<file path="src/rtl/rf_write_arbiter_if.sv">
// rtl/rf_write_arbiter_if.sv - writeback request ports and register-file write bundle
interface rf_write_arbiter_if #(
    parameter int DATA_W = 32,
    parameter int ADDR_W = 5
);
    // Port 0: ALU writeback
    logic              req0_valid;
    logic              req0_ready;
    logic [ADDR_W-1:0] req0_addr;
    logic [DATA_W-1:0] req0_data;

    // Port 1: memory/load writeback
    logic              req1_valid;
    logic              req1_ready;
    logic [ADDR_W-1:0] req1_addr;
    logic [DATA_W-1:0] req1_data;

    // Register file write port and hazard/status outputs
    logic                     rf_we;
    logic [ADDR_W-1:0]        rf_waddr;
    logic [DATA_W-1:0]        rf_wdata;
    logic [(1<<ADDR_W)-1:0]   pending_mask;
    logic [7:0]               zero_drops;

    // Requester / observer side
    modport master (
        output req0_valid, req0_addr, req0_data,
        input  req0_ready,
        output req1_valid, req1_addr, req1_data,
        input  req1_ready,
        input  rf_we, rf_waddr, rf_wdata, pending_mask, zero_drops
    );

    // Arbiter side
    modport slave (
        input  req0_valid, req0_addr, req0_data,
        output req0_ready,
        input  req1_valid, req1_addr, req1_data,
        output req1_ready,
        output rf_we, rf_waddr, rf_wdata, pending_mask, zero_drops
    );
endinterface

</file>
<file path="src/rtl/rf_write_arbiter.sv">
// rtl/rf_write_arbiter.sv - two-port round-robin arbiter for the register file write port
module rf_write_arbiter #(
    parameter int DATA_W = 32,
    parameter int ADDR_W = 5
) (
    input  logic              clk,
    input  logic              rst,
    rf_write_arbiter_if.slave bus
);
    localparam int NREG = 1 << ADDR_W;

    // Request side, gathered per port so both ports share one code path
    logic [1:0]        inValid;
    logic [ADDR_W-1:0] inAddr [2];
    logic [DATA_W-1:0] inData [2];
    logic [1:0]        portReady;
    logic [1:0]        accept;
    logic [1:0]        push;
    logic [1:0]        zeroHit;

    // Two-entry shift FIFOs: slot 0 is always the head
    logic [ADDR_W-1:0] qAddr  [2][2];
    logic [DATA_W-1:0] qData  [2][2];
    logic [1:0]        qCount [2];

    // Arbitration
    logic [1:0]        headValid;
    logic [1:0]        grant;
    logic              lastGrant;
    logic [ADDR_W-1:0] grantAddr;
    logic [DATA_W-1:0] grantData;

    // Write stage and status
    logic              rfWe;
    logic [ADDR_W-1:0] rfWaddr;
    logic [DATA_W-1:0] rfWdata;
    logic [7:0]        zeroDrops;
    logic [8:0]        zeroSum;
    logic [NREG-1:0]   pendingMask;

    assign inValid   = {bus.req1_valid, bus.req0_valid};
    assign inAddr[0] = bus.req0_addr;
    assign inAddr[1] = bus.req1_addr;
    assign inData[0] = bus.req0_data;
    assign inData[1] = bus.req1_data;

    // Acceptance: ready is a function of occupancy only, never of the same-cycle pop
    always_comb begin
        portReady = '0;
        accept    = '0;
        push      = '0;
        zeroHit   = '0;
        for (int p = 0; p < 2; p++) begin
            portReady[p] = (qCount[p] != 2'd2);
            accept[p]    = inValid[p] & portReady[p];
            zeroHit[p]   = accept[p] && (inAddr[p] == '0);
            push[p]      = accept[p] && (inAddr[p] != '0);
        end
    end

    // Round-robin grant: a lone head wins; under contention the port other than lastGrant wins
    always_comb begin
        headValid[0] = (qCount[0] != 2'd0);
        headValid[1] = (qCount[1] != 2'd0);
        grant[0]     = headValid[0] & (~headValid[1] | lastGrant);
        grant[1]     = headValid[1] & (~headValid[0] | ~lastGrant);
        grantAddr    = grant[1] ? qAddr[1][0] : qAddr[0][0];
        grantData    = grant[1] ? qData[1][0] : qData[0][0];
    end

    // Per-port FIFO update; push+pop keeps the count and shifts the tail forward
    always_ff @(posedge clk or posedge rst) begin
        if (rst) begin
            for (int p = 0; p < 2; p++) begin
                qCount[p] <= 2'd0;
                for (int s = 0; s < 2; s++) begin
                    qAddr[p][s] <= '0;
                    qData[p][s] <= '0;
                end
            end
        end else begin
            for (int p = 0; p < 2; p++) begin
                case ({push[p], grant[p]})
                    2'b01: begin
                        qAddr[p][0] <= qAddr[p][1];
                        qData[p][0] <= qData[p][1];
                        qCount[p]   <= qCount[p] - 2'd1;
                    end
                    2'b10: begin
                        if (qCount[p] == 2'd0) begin
                            qAddr[p][0] <= inAddr[p];
                            qData[p][0] <= inData[p];
                        end else begin
                            qAddr[p][1] <= inAddr[p];
                            qData[p][1] <= inData[p];
                        end
                        qCount[p] <= qCount[p] + 2'd1;
                    end
                    2'b11: begin
                        if (qCount[p] == 2'd1) begin
                            qAddr[p][0] <= inAddr[p];
                            qData[p][0] <= inData[p];
                        end else begin
                            qAddr[p][0] <= qAddr[p][1];
                            qData[p][0] <= qData[p][1];
                            qAddr[p][1] <= inAddr[p];
                            qData[p][1] <= inData[p];
                        end
                    end
                    default: ;
                endcase
            end
        end
    end

    // Fairness pointer only moves when both heads compete; it records the winner
    always_ff @(posedge clk or posedge rst) begin
        if (rst) begin
            lastGrant <= 1'b1;
        end else if (&headValid) begin
            lastGrant <= grant[1];
        end
    end

    // Write stage: one-cycle pulse per grant, address/data hold between writes
    always_ff @(posedge clk or posedge rst) begin
        if (rst) begin
            rfWe    <= 1'b0;
            rfWaddr <= '0;
            rfWdata <= '0;
        end else begin
            rfWe <= |grant;
            if (|grant) begin
                rfWaddr <= grantAddr;
                rfWdata <= grantData;
            end
        end
    end

    assign zeroSum = {1'b0, zeroDrops} + {8'd0, zeroHit[0]} + {8'd0, zeroHit[1]};

    // Saturating count of absorbed register-0 writes; both ports may add in one cycle
    always_ff @(posedge clk or posedge rst) begin
        if (rst) begin
            zeroDrops <= 8'd0;
        end else begin
            zeroDrops <= zeroSum[8] ? 8'hFF : zeroSum[7:0];
        end
    end

    // Pending mask: every occupied FIFO slot plus the write stage while it is writing
    always_comb begin
        pendingMask = '0;
        for (int p = 0; p < 2; p++) begin
            if (qCount[p] != 2'd0) pendingMask[qAddr[p][0]] = 1'b1;
            if (qCount[p] == 2'd2) pendingMask[qAddr[p][1]] = 1'b1;
        end
        if (rfWe) pendingMask[rfWaddr] = 1'b1;
        pendingMask[0] = 1'b0;
    end

    assign bus.req0_ready   = portReady[0];
    assign bus.req1_ready   = portReady[1];
    assign bus.rf_we        = rfWe;
    assign bus.rf_waddr     = rfWaddr;
    assign bus.rf_wdata     = rfWdata;
    assign bus.pending_mask = pendingMask;
    assign bus.zero_drops   = zeroDrops;
endmodule

</file>
<file path="src/flat_wrapper.sv">
// flat-port wrapper written by rule: the top's interface ports become plain ports
module rf_write_arbiter_flat 
#(
    parameter int DATA_W = 32,
    parameter int ADDR_W = 5
)
  (clk, rst, bus_req0_valid, bus_req0_addr, bus_req0_data, bus_req0_ready, bus_req1_valid, bus_req1_addr, bus_req1_data, bus_req1_ready, bus_rf_we, bus_rf_waddr, bus_rf_wdata, bus_pending_mask, bus_zero_drops);
  rf_write_arbiter_if #(.DATA_W(DATA_W), .ADDR_W(ADDR_W)) bus_i ();
  input  logic clk;
  input  logic rst;
  input wire logic [$bits(bus_i.req0_valid)-1:0] bus_req0_valid;
  input wire logic [$bits(bus_i.req0_addr)-1:0] bus_req0_addr;
  input wire logic [$bits(bus_i.req0_data)-1:0] bus_req0_data;
  output wire logic [$bits(bus_i.req0_ready)-1:0] bus_req0_ready;
  input wire logic [$bits(bus_i.req1_valid)-1:0] bus_req1_valid;
  input wire logic [$bits(bus_i.req1_addr)-1:0] bus_req1_addr;
  input wire logic [$bits(bus_i.req1_data)-1:0] bus_req1_data;
  output wire logic [$bits(bus_i.req1_ready)-1:0] bus_req1_ready;
  output wire logic [$bits(bus_i.rf_we)-1:0] bus_rf_we;
  output wire logic [$bits(bus_i.rf_waddr)-1:0] bus_rf_waddr;
  output wire logic [$bits(bus_i.rf_wdata)-1:0] bus_rf_wdata;
  output wire logic [$bits(bus_i.pending_mask)-1:0] bus_pending_mask;
  output wire logic [$bits(bus_i.zero_drops)-1:0] bus_zero_drops;
  assign bus_i.req0_valid = bus_req0_valid;
  assign bus_i.req0_addr = bus_req0_addr;
  assign bus_i.req0_data = bus_req0_data;
  assign bus_req0_ready = bus_i.req0_ready;
  assign bus_i.req1_valid = bus_req1_valid;
  assign bus_i.req1_addr = bus_req1_addr;
  assign bus_i.req1_data = bus_req1_data;
  assign bus_req1_ready = bus_i.req1_ready;
  assign bus_rf_we = bus_i.rf_we;
  assign bus_rf_waddr = bus_i.rf_waddr;
  assign bus_rf_wdata = bus_i.rf_wdata;
  assign bus_pending_mask = bus_i.pending_mask;
  assign bus_zero_drops = bus_i.zero_drops;
  rf_write_arbiter #(.DATA_W(DATA_W), .ADDR_W(ADDR_W)) u_core (.clk(clk), .rst(rst), .bus(bus_i));
endmodule
</file>
<file path="config.mk">
export PLATFORM = sky130hd
export DESIGN_NAME = rf_write_arbiter_flat
export DESIGN_NICKNAME = d
export VERILOG_FILES = /design/src/rtl/rf_write_arbiter_if.sv /design/src/rtl/rf_write_arbiter.sv /design/src/flat_wrapper.sv
export SDC_FILE = /design/constraint.sdc
export NUM_CORES = 1
export LEC_CHECK = 0
export CAP_MARGIN = 20
export CORE_UTILIZATION = 30
export CTS_CLUSTER_SIZE = 20
export DETAILED_ROUTE_END_ITERATION = 7
export SLEW_MARGIN = 5
export SYNTH_ARGS = -nofsm -noshare
export SYNTH_HDL_FRONTEND = slang
export SYNTH_SLANG_ARGS = --single-unit
</file>
<file path="constraint.sdc">
create_clock -name clk -period 7.38 [get_ports clk]
set_input_delay 1.107 -clock clk [delete_from_list [all_inputs] [get_ports clk]]
set_output_delay 1.107 -clock clk [all_outputs]
set_load 0.005 [all_outputs]
</file>
==> impl_results.html <==
<table>
<tr><th>Metric</th><th>Value</th></tr>
<tr><th colspan="2">Status</th></tr>
<tr><td>Outcome</td><td>finished clean</td></tr>
<tr><th colspan="2">Floorplanning</th></tr>
<tr><td>Starting density of the core</td><td>30.48%</td></tr>
<tr><td>Die Outline Area</td><td>33,700 um2</td></tr>
<tr><td>Die Width</td><td>183.6 um</td></tr>
<tr><td>Core Box Area</td><td>32,450 um2</td></tr>
<tr><td># IOs</td><td>158</td></tr>
<tr><td>Die Span Y</td><td>183.6 um</td></tr>
<tr><td>Site row count</td><td>66</td></tr>
<tr><th colspan="2">Run</th></tr>
<tr><td>Max-capacitance violation count</td><td>0</td></tr>
<tr><th colspan="2">Synthesis</th></tr>
<tr><td>Area contributors post-synth</td><td>dfrtp_1 50%, a22oi_1 7.9%, nor2_1 6.0%</td></tr>
<tr><td>Top-area cell type share of the netlist area</td><td>50.09%</td></tr>
<tr><td>Most common library cells after synthesis</td><td>198 x dfrtp_1, 158 x nor2_1, 104 x a22oi_1</td></tr>
<tr><td>Mapped Avg Cell Area</td><td>10.11 um2</td></tr>
<tr><td>Number of unique standard cell types used by synthesis</td><td>46</td></tr>
<tr><td>Most common flop cell mapped by yosys</td><td>dfrtp_1</td></tr>
<tr><td>Count of synthesis-stage warnings from yosys</td><td>0</td></tr>
<tr><td>Synthesis-stage register bit count</td><td>199</td></tr>
<tr><td>Post-synthesis async set-or-reset flop share</td><td>100.0%</td></tr>
<tr><td>Post-Syn Nets</td><td>1,068</td></tr>
<tr><td>Leading area contributor after synthesis</td><td>dfrtp_1</td></tr>
<tr><td>Post-synthesis cell count</td><td>978</td></tr>
<tr><td>Synthesized area</td><td>9891 um2</td></tr>
<tr><td>Share of the yosys chip area belonging to registers</td><td>50.36%</td></tr>
<tr><td>Most common cell in the netlist</td><td>dfrtp_1</td></tr>
<tr><td>Number of flops mapped to enable cells by yosys</td><td>0</td></tr>
<tr><th colspan="2">Drt</th></tr>
<tr><td>Via/cell ratio</td><td>5.206</td></tr>
<tr><td>DRC Markers</td><td>0</td></tr>
<tr><td>Wire length per cell</td><td>18.77 um</td></tr>
<tr><td>Detailed Route Iter0 Violations</td><td>611</td></tr>
<tr><td>Total number of vias</td><td>8,044</td></tr>
<tr><td>Detailed-router iteration count before antenna repair</td><td>5</td></tr>
<tr><td>Residual antenna-violating net count after detailed routing</td><td>0</td></tr>
<tr><td>Drt total wl</td><td>29.00 mm</td></tr>
<tr><th colspan="2">Timing</th></tr>
<tr><td>Sum of negative setup slack</td><td>0 ns</td></tr>
<tr><td>Relative slew slack</td><td>24.07%</td></tr>
<tr><td>RSZ-0062 raised after global routing</td><td>false</td></tr>
<tr><td>Setup skew after layout</td><td>0.01167 ns</td></tr>
<tr><td>Final Hold Vio Count</td><td>0</td></tr>
<tr><td>Final critical delay including setup and external delays</td><td>4.537 ns</td></tr>
<tr><td>Final worst-path cycle share</td><td>61.48%</td></tr>
<tr><td>Number of max-slew violations in the final report</td><td>0</td></tr>
<tr><td>Setup violation total in the final timing report</td><td>0</td></tr>
<tr><td>Maximum operating frequency</td><td>0.2204 GHz</td></tr>
<tr><td>Actual slew at the worst max-slew pin</td><td>1.139 ns</td></tr>
<tr><th colspan="2">Pwr</th></tr>
<tr><td>Fraction of power spent switching nets</td><td>41.30%</td></tr>
<tr><td>Leakage</td><td>4.943 nW</td></tr>
<tr><td>Share of total power in combinational logic</td><td>48.0%</td></tr>
<tr><td>Total power per unit cell area</td><td>482.7 nW/um2</td></tr>
<tr><td>Clock share of power</td><td>15.7%</td></tr>
<tr><td>Worst supply voltage drop on vdd</td><td>0.2269 mV</td></tr>
<tr><td>Net switching power figure</td><td>2.461 mW</td></tr>
<tr><td>Part of the total power dissipated in sequential elements</td><td>36.4%</td></tr>
<tr><td>Power Internal</td><td>3.498 mW</td></tr>
<tr><th colspan="2">Global route</th></tr>
<tr><td>Pin count of the biggest net entering global routing</td><td>130</td></tr>
<tr><td>Aggregate global routing overflow</td><td>0</td></tr>
<tr><td>Number of global-route vias before repair</td><td>8,046</td></tr>
<tr><td>Global-route wire length before repair</td><td>45.80 mm</td></tr>
<tr><td>Number of antenna violations at the first check in global routing</td><td>2</td></tr>
<tr><td>Overall Global Routing Usage</td><td>17.66%</td></tr>
<tr><th colspan="2">Setup path</th></tr>
<tr><td>Delay of the slowest critical-path stage</td><td>0.93 ns</td></tr>
<tr><td>Critical R2R Capture</td><td>u_core.qData[7]$_DFFE_PP0P_</td></tr>
<tr><td>Startpoint of the worst-slack reg-to-reg timing path</td><td>u_core.qCount[2]$_DFFE_PP0P_</td></tr>
<tr><td>Buffers &amp; Inverters on Critical Path</td><td>4</td></tr>
<tr><td>Worst endpoint data arrival time</td><td>4.86 ns</td></tr>
<tr><td>Worst Path Class, Setup</td><td>reg -&gt; reg</td></tr>
<tr><td>Number of cells on the worst reg-to-reg path</td><td>10</td></tr>
<tr><td>Setup slack, reg-to-reg</td><td>2.84 ns</td></tr>
<tr><td>Master of the slowest instance on the critical path</td><td>a21o_1</td></tr>
<tr><td>Critical path capture point type</td><td>flop</td></tr>
<tr><td>Family of cells with the greatest summed delay on the critical path</td><td>buffers and inverters</td></tr>
<tr><td>Setup crit start kind</td><td>flop</td></tr>
<tr><td>Biggest fanout along the worst timing path</td><td>37</td></tr>
<tr><td>Chain of cells forming the critical path</td><td>inv_1 -&gt; ha_1 -&gt; inv_1 -&gt; a21o_1 -&gt; clkinv_1 -&gt; ha_1 -&gt; a22o_1 -&gt; nor3_4 -&gt; buf_4 -&gt; mux2_2</td></tr>
<tr><td>Critical path data required time</td><td>7.70 ns</td></tr>
<tr><th colspan="2">Place</th></tr>
<tr><td>Count of buffers from port buffering</td><td>156</td></tr>
<tr><td>Placer congestion estimate</td><td>0.9029</td></tr>
<tr><td>Final HPWL from detailed placement</td><td>20.73 mm</td></tr>
<tr><td>Placed instance count</td><td>1,513</td></tr>
<tr><th colspan="2">CTS</th></tr>
<tr><td>TritonCTS clock tree</td><td>done</td></tr>
<tr><td>Largest buffer count on any clock path</td><td>2</td></tr>
<tr><td>Number of post-CTS setup repair buffers</td><td>0</td></tr>
<tr><td>Hold Buf Count CTS</td><td>0</td></tr>
<tr><td>Clk sink count</td><td>199</td></tr>
<tr><td>Worst-Skew Late Latency</td><td>0.44 ns</td></tr>
<tr><td>Clock H-tree levels</td><td>4</td></tr>
<tr><td>Cts bufs inserted</td><td>17</td></tr>
<tr><td>Clock transition at the registers of the reported paths</td><td>0.07 ns</td></tr>
<tr><td>Cell at the root of the clock tree</td><td>clkbuf_16</td></tr>
<tr><td>Total of cells resized after clock tree synthesis</td><td>0</td></tr>
<tr><th colspan="2">Cells and area</th></tr>
<tr><td>Total number of nets in the final design</td><td>1,180</td></tr>
<tr><td>P&amp;R area growth vs syn</td><td>24.83%</td></tr>
<tr><td>Fraction of layout instances using a drive strength above 1</td><td>10.15%</td></tr>
<tr><td>Final cell count without fillers</td><td>1,545</td></tr>
<tr><td>Final antenna diode count</td><td>0</td></tr>
<tr><th colspan="2">Hold path</th></tr>
<tr><td>Startpoint of the most critical hold path</td><td>u_core.qData[20]$_DFFE_PP0P_</td></tr>
<tr><td>Instance count along the most critical hold path</td><td>1</td></tr>
<tr><td>Hold crit path type</td><td>reg -&gt; reg</td></tr>
<tr><td>Destination of the worst hold path</td><td>u_core.qData[20]$_DFFE_PP0P_</td></tr>
</table>
## power by group through the flow
stage	registers (mW)	logic, mW	clock network, mW
after floorplan	1.93	2.08	0
after global placement	2.17	2.83	0
after detailed placement	2.18	2.87	0
after CTS	2.17	2.89	0.960
after global routing	2.25	3.17	1.00
final	2.17	2.86	0.933
## stage by stage
stage	setup slack (ns)	power, mW	utilization [%]	cell area [um2]	hold WS, ns
after floorplan	0.8490	4.007	-	9891	0.4585
after global placement	2.933	4.996	36.25	11770	0.4675
after detailed placement	2.843	5.057	36.25	11770	0.4748
after CTS	2.824	6.015	38.04	12350	0.4906
after global routing	2.578	6.433	38.04	12350	0.5055
final	2.843	5.960	38.04	12350	0.4869
## worst reg2reg max path: cells and delay by family, from the launching register on
kind            cells  cell delay [ns]
mux                 1             0.43
fa+ha+maj           2             0.85
buf+inv             4             1.49
simple gates        1             0.12
compound gates      2             1.17
flops               1             0.39
## worst max-delay path by stage
stage / cells after the start / from / slack [ns] / endpoint
5_1_grt: 10 / u_core.qCount[2]$_DFFE_PP0P_ / 2.58 / u_core.qData[7]$_DFFE_PP0P_
3_5_place_dp: 10 / u_core.qCount[2]$_DFFE_PP0P_ / 2.84 / u_core.qData[7]$_DFFE_PP0P_
2_1_floorplan: 1 / rst / 0.85 / u_core.bus.rf_waddr[0]$_DFFE_PP0P_
6_report: 10 / u_core.qCount[2]$_DFFE_PP0P_ / 2.84 / u_core.qData[7]$_DFFE_PP0P_
4_1_cts: 10 / u_core.qCount[2]$_DFFE_PP0P_ / 2.82 / u_core.qData[7]$_DFFE_PP0P_
3_3_place_gp: 9 / bus_req0_addr[2] / 2.93 / u_core.qAddr[13]$_DFFE_PP0P_
## layer usage
layer | track usage [%] | vias up | part of all wire, %
met5 | 0 | - | 0.093
met4 | 4.600 | 4 | 1.5
met3 | 4.616 | 28 | 6.9
met2 | 29.45 | 247 | 49
met1 | 22.60 | 3981 | 43
li1 | - | 3784 | -
## sequential cells by signal, indices dropped and copies added, names as in the netlist
name / flops
u_core.bus.zero_drops: 8
u_core.qAddr: 20
u_core.qData: 128
u_core.bus.rf_wdata: 32
u_core.qCount: 4
u_core.lastGrant: 1
u_core.bus.rf_waddr: 5
u_core.bus.rf_we: 1
## layout by cell type (no fill, tap or decap), types with 6 or more instances in the layout
cell type,Yosys,routed
or3_1,15,15
clkbuf_16,0,17
ha_1,11,11
buf_4,6,11
or2_2,6,6
a21oi_1,81,81
and3_1,12,12
a22oi_1,104,104
mux2_2,49,49
nand3_1,28,28
nand3b_1,18,18
nand2_1,32,32
and2_1,6,6
nor3b_1,21,21
a221o_1,9,9
nor2_1,158,158
clkdlybuf4s50_1,0,156
nor3_1,10,10
dfrtp_1,198,198
o22ai_1,57,57
mux2_1,26,26
inv_1,14,13
## kinds of logic after synthesis
kind of cell             Yosys count  synth area share (%)
other                              1               0.03791
XOR/XNOR                           8                0.7084
flip-flops                       199                 50.36
AO/OA/AOI/OAI                    267                 17.91
buffers and inverters             90                 4.390
adder cells (fa/ha/maj)           12                 1.594
AND/OR/NAND/NOR                  322                 16.05
multiplexers                      79                 8.944
## cell type report
type / count / area [um2]
Timing Repair Buffer: 167 / 1644
Clock buffer: 19 / 442.9
Fill cell: 3264 / 20110
Sequential cell: 199 / 4981
Tap cell: 442 / 553.0
Inverter: 16 / 67.56
Clock inverter: 13 / 138.9
Multi-Input combinational cell: 689 / 4519
(Power assumes the default switching activity.)
